`src/rtl/add_round_key_serial_if.sv`:
```
// ---------------------------------------------------------------------------
// add_round_key_serial_if
//   Bundles the three handshakes of the serial AddRoundKey stage:
//     state_in/state_valid/state_ready : 32*NB-bit state from MixColumns
//     key_word/key_valid/key_ready     : one 32-bit round-key word per column
//     state_out/out_valid/out_ready    : result towards the next round stage
//     round_idx/last_round             : round index of the block in flight
//   master : the environment (MixColumns, key schedule, next stage)
//   slave  : the add_round_key_serial block
// ---------------------------------------------------------------------------
interface add_round_key_serial_if #(
  parameter int NB = 4
);
  logic [32*NB-1:0] state_in;
  logic             state_valid;
  logic             state_ready;
  logic [31:0]      key_word;
  logic             key_valid;
  logic             key_ready;
  logic [32*NB-1:0] state_out;
  logic             out_valid;
  logic             out_ready;
  logic [3:0]       round_idx;
  logic             last_round;

  modport master (
    output state_in, state_valid, key_word, key_valid, out_ready,
    input  state_ready, key_ready, state_out, out_valid, round_idx, last_round
  );

  modport slave (
    input  state_in, state_valid, key_word, key_valid, out_ready,
    output state_ready, key_ready, state_out, out_valid, round_idx, last_round
  );
endinterface

```
`src/rtl/add_round_key_serial.sv`:
```
// ---------------------------------------------------------------------------
// add_round_key_serial
//   AES AddRoundKey applied one column per cycle. A state block is captured
//   from MixColumns, then NB round-key words are XORed into columns 0..NB-1
//   in order (column c = bits [32*NB-1-32c -: 32]). The finished state is
//   offered downstream until accepted; each accepted output advances
//   round_idx, wrapping NR -> 0.
//   Ports:
//     clk   : rising-edge clock
//     rst_n : synchronous active-low reset
//     bus   : add_round_key_serial_if.slave (state, key and output streams)
// ---------------------------------------------------------------------------
module add_round_key_serial #(
  parameter int NB = 4,
  parameter int NR = 10
) (
  input  logic                   clk,
  input  logic                   rst_n,
  add_round_key_serial_if.slave  bus
);

  localparam int W  = 32 * NB;
  localparam int CW = (NB > 1) ? $clog2(NB) : 1;

  typedef enum logic [1:0] {
    IDLE = 2'd0,
    KEY  = 2'd1,
    DONE = 2'd2
  } fsm_t;

  fsm_t            fsm_q, fsm_d;
  logic [W-1:0]    work_q, work_d;   // state being keyed
  logic [W-1:0]    out_q, out_d;     // published result
  logic [CW-1:0]   col_q, col_d;
  logic [3:0]      round_q, round_d;
  logic [W-1:0]    key_mask;
  logic [W-1:0]    work_xor;

  // Place the key word over the current column; column 0 is the MSB word.
  always_comb begin
    key_mask = W'(bus.key_word) << (32 * (NB - 1 - int'(col_q)));
    work_xor = work_q ^ key_mask;
  end

  // NOTE: every variable gets its hold value before the case so that no
  // path through the block leaves it unassigned, which would infer a latch.
  always_comb begin
    fsm_d   = fsm_q;
    work_d  = work_q;
    out_d   = out_q;
    col_d   = col_q;
    round_d = round_q;
    unique case (fsm_q)
      IDLE: begin
        if (bus.state_valid) begin
          work_d = bus.state_in;
          col_d  = '0;
          fsm_d  = KEY;
        end
      end
      KEY: begin
        if (bus.key_valid) begin
          work_d = work_xor;
          col_d  = col_q + 1'b1;
          if (col_q == CW'(NB - 1)) begin
            // state_out moves only here, so it never shows a partial block.
            out_d = work_xor;
            fsm_d = DONE;
          end
        end
      end
      DONE: begin
        if (bus.out_ready) begin
          fsm_d   = IDLE;
          round_d = (round_q == 4'(NR)) ? 4'd0 : round_q + 4'd1;
        end
      end
      default: fsm_d = IDLE;
    endcase
  end

  // NOTE: sequential state uses non-blocking assignments so all registers
  // update together from values sampled at the same edge.
  // NOTE: the wide data registers are reset too, so an aborted block leaves
  // no residue visible on state_out.
  always_ff @(posedge clk) begin
    if (!rst_n) begin
      fsm_q   <= IDLE;
      work_q  <= '0;
      out_q   <= '0;
      col_q   <= '0;
      round_q <= '0;
    end else begin
      fsm_q   <= fsm_d;
      work_q  <= work_d;
      out_q   <= out_d;
      col_q   <= col_d;
      round_q <= round_d;
    end
  end

  assign bus.state_ready = (fsm_q == IDLE);
  assign bus.key_ready   = (fsm_q == KEY);
  assign bus.out_valid   = (fsm_q == DONE);
  assign bus.state_out   = out_q;
  assign bus.round_idx   = round_q;
  assign bus.last_round  = (fsm_q == DONE) && (round_q == 4'(NR));

endmodule

```
`src/flat_wrapper.sv`:
```
// flat-port wrapper written by rule: the top's interface ports become plain ports
module add_round_key_serial_flat 
#(
  parameter int NB = 4,
  parameter int NR = 10
)
  (clk, rst_n, bus_state_in, bus_state_valid, bus_key_word, bus_key_valid, bus_out_ready, bus_state_ready, bus_key_ready, bus_state_out, bus_out_valid, bus_round_idx, bus_last_round);
  add_round_key_serial_if #(.NB(NB)) bus_i ();
  input  logic clk;
  input  logic rst_n;
  input wire logic [$bits(bus_i.state_in)-1:0] bus_state_in;
  input wire logic [$bits(bus_i.state_valid)-1:0] bus_state_valid;
  input wire logic [$bits(bus_i.key_word)-1:0] bus_key_word;
  input wire logic [$bits(bus_i.key_valid)-1:0] bus_key_valid;
  input wire logic [$bits(bus_i.out_ready)-1:0] bus_out_ready;
  output wire logic [$bits(bus_i.state_ready)-1:0] bus_state_ready;
  output wire logic [$bits(bus_i.key_ready)-1:0] bus_key_ready;
  output wire logic [$bits(bus_i.state_out)-1:0] bus_state_out;
  output wire logic [$bits(bus_i.out_valid)-1:0] bus_out_valid;
  output wire logic [$bits(bus_i.round_idx)-1:0] bus_round_idx;
  output wire logic [$bits(bus_i.last_round)-1:0] bus_last_round;
  assign bus_i.state_in = bus_state_in;
  assign bus_i.state_valid = bus_state_valid;
  assign bus_i.key_word = bus_key_word;
  assign bus_i.key_valid = bus_key_valid;
  assign bus_i.out_ready = bus_out_ready;
  assign bus_state_ready = bus_i.state_ready;
  assign bus_key_ready = bus_i.key_ready;
  assign bus_state_out = bus_i.state_out;
  assign bus_out_valid = bus_i.out_valid;
  assign bus_round_idx = bus_i.round_idx;
  assign bus_last_round = bus_i.last_round;
  add_round_key_serial #(.NB(NB), .NR(NR)) u_core (.clk(clk), .rst_n(rst_n), .bus(bus_i));
endmodule
```
`config.mk`:
```
export PLATFORM = sky130hd
export DESIGN_NAME = add_round_key_serial_flat
export DESIGN_NICKNAME = d
export VERILOG_FILES = /design/src/rtl/add_round_key_serial_if.sv /design/src/rtl/add_round_key_serial.sv /design/src/flat_wrapper.sv
export SDC_FILE = /design/constraint.sdc
export NUM_CORES = 1
export LEC_CHECK = 0
export ABC_AREA = 1
export CAP_MARGIN = 20
export CORE_MARGIN = 8
export CORE_UTILIZATION = 33
export CTS_CLUSTER_DIAMETER = 40
export DETAILED_ROUTE_END_ITERATION = 10
export GPL_TIMING_DRIVEN = 0
export MAX_ROUTING_LAYER = met4
export PLACE_DENSITY_LB_ADDON = 0.12
export SETUP_SLACK_MARGIN = 0.3
export SLEW_MARGIN = 20
export SYNTH_ARGS = -nofsm -noshare
export SYNTH_HDL_FRONTEND = slang
export SYNTH_SLANG_ARGS = --single-unit
```
`constraint.sdc`:
```
create_clock -name clk -period 1.7 [get_ports clk]
set_input_delay 0.34 -clock clk [delete_from_list [all_inputs] [get_ports clk]]
set_output_delay 0.34 -clock clk [all_outputs]
set_load 0.005 [all_outputs]
```
Word level (Yosys, flattened, before mapping):

Index checks and enable logic that the tools add are counted.

* $add $sub $neg: 3
* magnitude comparators: 0
* reduce and logical (&&, ||, !) cells: 7
* divide/modulo/power cells: 0
* bitwise gates (word level): 1
* muxes and demuxes: 12
* equality and inequality tests: 8
* shift operators: 1
* $mul: 0

Operators by type and width (number)
* $mux W128: 2
* $pmux W128 S2: 1
* $shl A32 B32 Y128: 1
* $xor A128 B128 Y128: 1
* $mux W2: 6
* $ne A2 B2 Y1 const B: 3
* $pmux W2 S3: 1
* $reduce_and A3 Y1: 2
* $add A4 B1 Y4 const B: 1
* $eq A2 B2 Y1 const B: 2
* $eq A4 B4 Y1 const B: 1
* $mux W4: 1
* $pmux W2 S2: 1
* $reduce_and A4 Y1: 1
* $sub A2 B2 Y3 const A: 1
* $add A2 B1 Y2 const B: 1
* $eq A2 B1 Y1 const B: 1
* $logic_not A2 Y1: 1
* $ne A2 B1 Y1 const B: 1
* $reduce_and A2 Y1: 1
* $reduce_bool A2 Y1: 1
* $logic_and A1 B1 Y1: 1

* latch bits: 0
* bits in writable memories: 0
* register bits after elaboration: 264
* memories kept: 0
* input port bits: 165
* memory bits (read-only): 0

Logic depth before layout (Yosys ltp):

* word-level depth: 5
* mapped depth: 9
* gate-level depth less buffers: 7

Least setup slack after synthesis:

Ideal clock, no wire load.

* kind: reg2reg
* from: register u_core.fsm_q[1]
* to: register u_core.work_q[104]
* stages on the path, launching flop included: 8
* data arrival time: 1.173 ns
* path buffers: 2
* required time: 1.578 ns
* path slack: 0.405 ns
* cells stage by stage: dfxtp_1 -> nor2_1 -> nand2_2 -> nand2_4 -> buf_8 -> clkbuf_2 -> o21ai_0 -> a21oi_2

* word-level cells in the longest chain between the ends: 3
* elaborated cells between the ends (all ways): 7

Ends and longest elaborated chain
* start, declared: line add_round_key_serial.sv:31 `fsm_t fsm_q, fsm_d;`
* start signal, assigned: line add_round_key_serial.sv:94 `fsm_q <= fsm_d;`
* $logic_not A2 Y1 (*)
* via bus_state_ready: line flat_wrapper.sv:16 `output wire logic [$bits(bus_i.state_ready)-1:0] bus_state_ready;`
* $ne A2 B2 Y1 (no source line) or $reduce_bool A2 Y1 (tied branches)
* $reduce_and A3 Y1 (no source line)
* end signal, assigned: line add_round_key_serial.sv:95 `work_q <= work_d;`
* end, declared: line add_round_key_serial.sv:32 `logic [W-1:0] work_q, work_d;`

The timed path passes the listed nets; every way through them passes the cells marked *.
A chain may end at the register's enable or synchronous reset.

Worst setup path in the final report:

* from: register u_core.fsm_q[0]
* to: output bus_key_ready

* word-level cells in the longest chain between the ends: 1

Ends and longest elaborated chain
* $eq A2 B1 Y1: line add_round_key_serial.sv:103 `assign bus.key_ready = (fsm_q == KEY);`
* end, declared: line flat_wrapper.sv:17 `output wire logic [$bits(bus_i.key_ready)-1:0] bus_key_ready;`

Every way passes these cells.

==> impl_metrics.ini <==
[yosys]
ys_ff_latch = 264
ys.warnings.count = 0
synth_top_area_frac = 0.376
synth_ff_type = dfxtp_1
async_flop_share = 0
synth_top_area_cell = dfxtp_1
avgSynthCellArea_um2 = 6.46
ys_types = 29
yosysMostFrequentCell = nand2_1
netlist_area_um2 = 14100
netlist_top_cells_area = dfxtp_1 38%, nand2_1 16%, a21oi_1 9.1%
yosysSeqAreaShare = 0.376
synth_fp_nets = 2343
synth_edf_count = 0
synth.cells.most_frequent = 582 x nand2_1, 264 x dfxtp_1, 256 x a21oi_1, 252 x inv_1, 245 x o21ai_0
synthCells = 2177

[worst_hold_path]
hold_end = u_core.bus.round_idx[1]
hold_start = rst_n
min_path_cells = 4
hold_class = in -> reg

[setup_path]
crit_path_max_fanout = 2
crit_arrival_ps = 1450
end_kind = output port
worst-path-buf-inv = 4
r2r_slack_ps = -50
slowest_delay_ps = 360
crit_chain = inv_4, nor2_4, buf_12, buf_12, buf_6
cp_common_cell = buf_12
r2r_start = u_core.fsm_q[0]
crit_required_ps = 1360
cpLargestDelayFamily = buffers and inverters
crit_slowest_cell = dfxtp_4
reg2reg_depth = 13
worstSetupStartpointType = register
timing.setup.critical_path_class = reg -> out
r2r-end = u_core.work_q[29]

[floorplan]
die_h_um = 222
dieWidth_um = 222
die-area_um2 = 49500
ioPinCount = 301
fp-row-count = 75
start_util = 0.335
core_area_um2 = 42000

[global_route]
track_usage = 0.273
grt_pass1_wl_um = 102000
antenna_found_initial = 2
grt.overflow.total = 0
grt_max_degree = 13
grt_pass1_vias = 16700

[detailed_routing]
dr.pass1.iters = 5
drc = 0
viasPerCell = 5.39
totalWireLength_um = 73200
ant_nets = 0
drt_iter0_drc = 1577
vias = 17400
routedWlPerCell_um = 22.7

[placed_design]
placed_cell_area_um2 = 17700
placed_cells = 3015
place_congestion = 0.897
dp_hpwl_um = 48600
port_buffers = 299
dpl_worst_slack_ps = -769

[power]
power.total_mw = 21.9
peakVddDrop_v = 0.000599
p_per_area_nw_per_um2 = 878
leakage_nw = 12.1

[final_layout]
fillers = 3775
fin_area_um2 = 25000
final_nets = 2824
stdcell_count = 3233
syn2layout_area_growth_pct = 77.4
utilization = 0.594
layout-drive-gt1-share = 0.400

[run]
drv_cap = 0

[sta]
slew_violations = 0
fin_skew_ps = 12.9
layout_setup_ws_ps = -86.7
post-route-period-util = 1.05
max_freq_mhz = 560
rsz0062_at_grt = yes
relSlewSlack = 0.446
final-hold-violation-count = 0
fin_crit_ps = 1790
tightest_slew_ps = 831
final-setup-viol-count = 54

[cts]
htreeDepth = 2
path_clk_slew_ps = 60
numCtsBuffers = 45
clk_latency_ps = 560
cts_hold_buffers = 0
root_buffer = clkbuf_16
clock_sinks = 264
cts.path.max_buffers = 3
cts_tree = built

[outcome]
status = finished with violations
failed_checks = setup timing
-- cells by family after synthesis --
logic type,count (synthesis),share of synthesized area
buffers and inverters,433,0.132
xor gates and xnor gates,1,0.000623
AOI/OAI and AO/OA,587,0.222
and+or+nand+nor,891,0.269
adders and majority gates,1,0.000889
DFF,264,0.376
-- per-layer routing --
metal  global-route usage  part of all wire  vias to the layer above
met1                0.353              0.44                     8380
met5                    -                 0                        -
met4                0.106             0.044                        0
met3               0.0436             0.066                      162
met2                0.426              0.45                      763
li1                     -                 -                     8135
-- where the power goes --
part	internal [mW]	leakage (nW)	total (mW)	switching, mW
combinational	2.50	9.16	5.93	3.43
sequential	6.55	2.18	6.82	0.266
clock	5.66	0.718	9.15	3.49
-- layout by cell type, fill, tap and decap left out, drive strengths merged --
cell type and count:
a21oi 260, a31oi 1, o21ai 260, dfxtp 264
nor2 45, clkbuf 162, dlygate4sd2 12, o21bai 64
nand4 64, clkinvlp 4, ha 1, xor2 1
bufinv 4, o21a 1, nand2 585, inv 272
o211ai 1, clkinv 15, clkdlybuf4s50 163, buf 255
diode 3, nand3 197, dlymetal6s2s 57, clkdlybuf4s15 3
-- stage by stage --
stage	hold slack [ps]	setup TNS (ps)
finish	366	-1070
global route	360	-3020
CTS	304	-5520
detailed placement	469	-147850
global placement	467	-147330
floorplan	470	0
-- worst min-delay path: cells and delay by family --
family | cells | cell delay, ps
buffers and inverters | 2 | 400
and+or+nand+nor | 2 | 130
-- repair_timing --
item | CTS | global route
setup endpoints to repair | 396 | 361
pin swaps | 76 | 180
gates resized for setup | 771 | 828
gates cloned | 28 | 21
setup buffers | 57 | 29
-- layout make-up --
type | instances | area, µm² | area share
multi-input cells | 1480 | 9390 | 0.376
flip-flops and latches | 264 | 5350 | 0.214
repair buffers | 434 | 5230 | 0.209
plain buffers | 164 | 1770 | 0.0710
clock buffers | 54 | 1190 | 0.0477
inverters | 269 | 1050 | 0.0421
well taps | 539 | 674 | 0.0270
clock inverters | 26 | 295 | 0.0118
diodes | 3 | 7.51 | 0.000301
-- state kept, by name, summed over array words and instances (netlist names) --
name / cells
u_core.bus.state_out: 128
u_core.col_q: 2
u_core.work_q: 128
u_core.bus.round_idx: 4
u_core.fsm_q: 2
-- worst max-delay path by stage --
| stage | from | endpoint | slack [ps] | cells past startpoint |
|---|---|---|---|---|
| finish | u_core.fsm_q[0] | bus_key_ready | -90 | 5 |
| floorplan | u_core.fsm_q[1] | u_core.work_q[104] | 410 | 7 |
| CTS | u_core.fsm_q[0] | bus_key_ready | -100 | 5 |
| global route | u_core.fsm_q[1] | bus_key_ready | -100 | 4 |
| detailed placement | bus_key_valid | u_core.bus.state_out[72] | -770 | 7 |
| global placement | bus_key_valid | u_core.bus.state_out[64] | -750 | 7 |
Power figures use the tool's default switching activity.
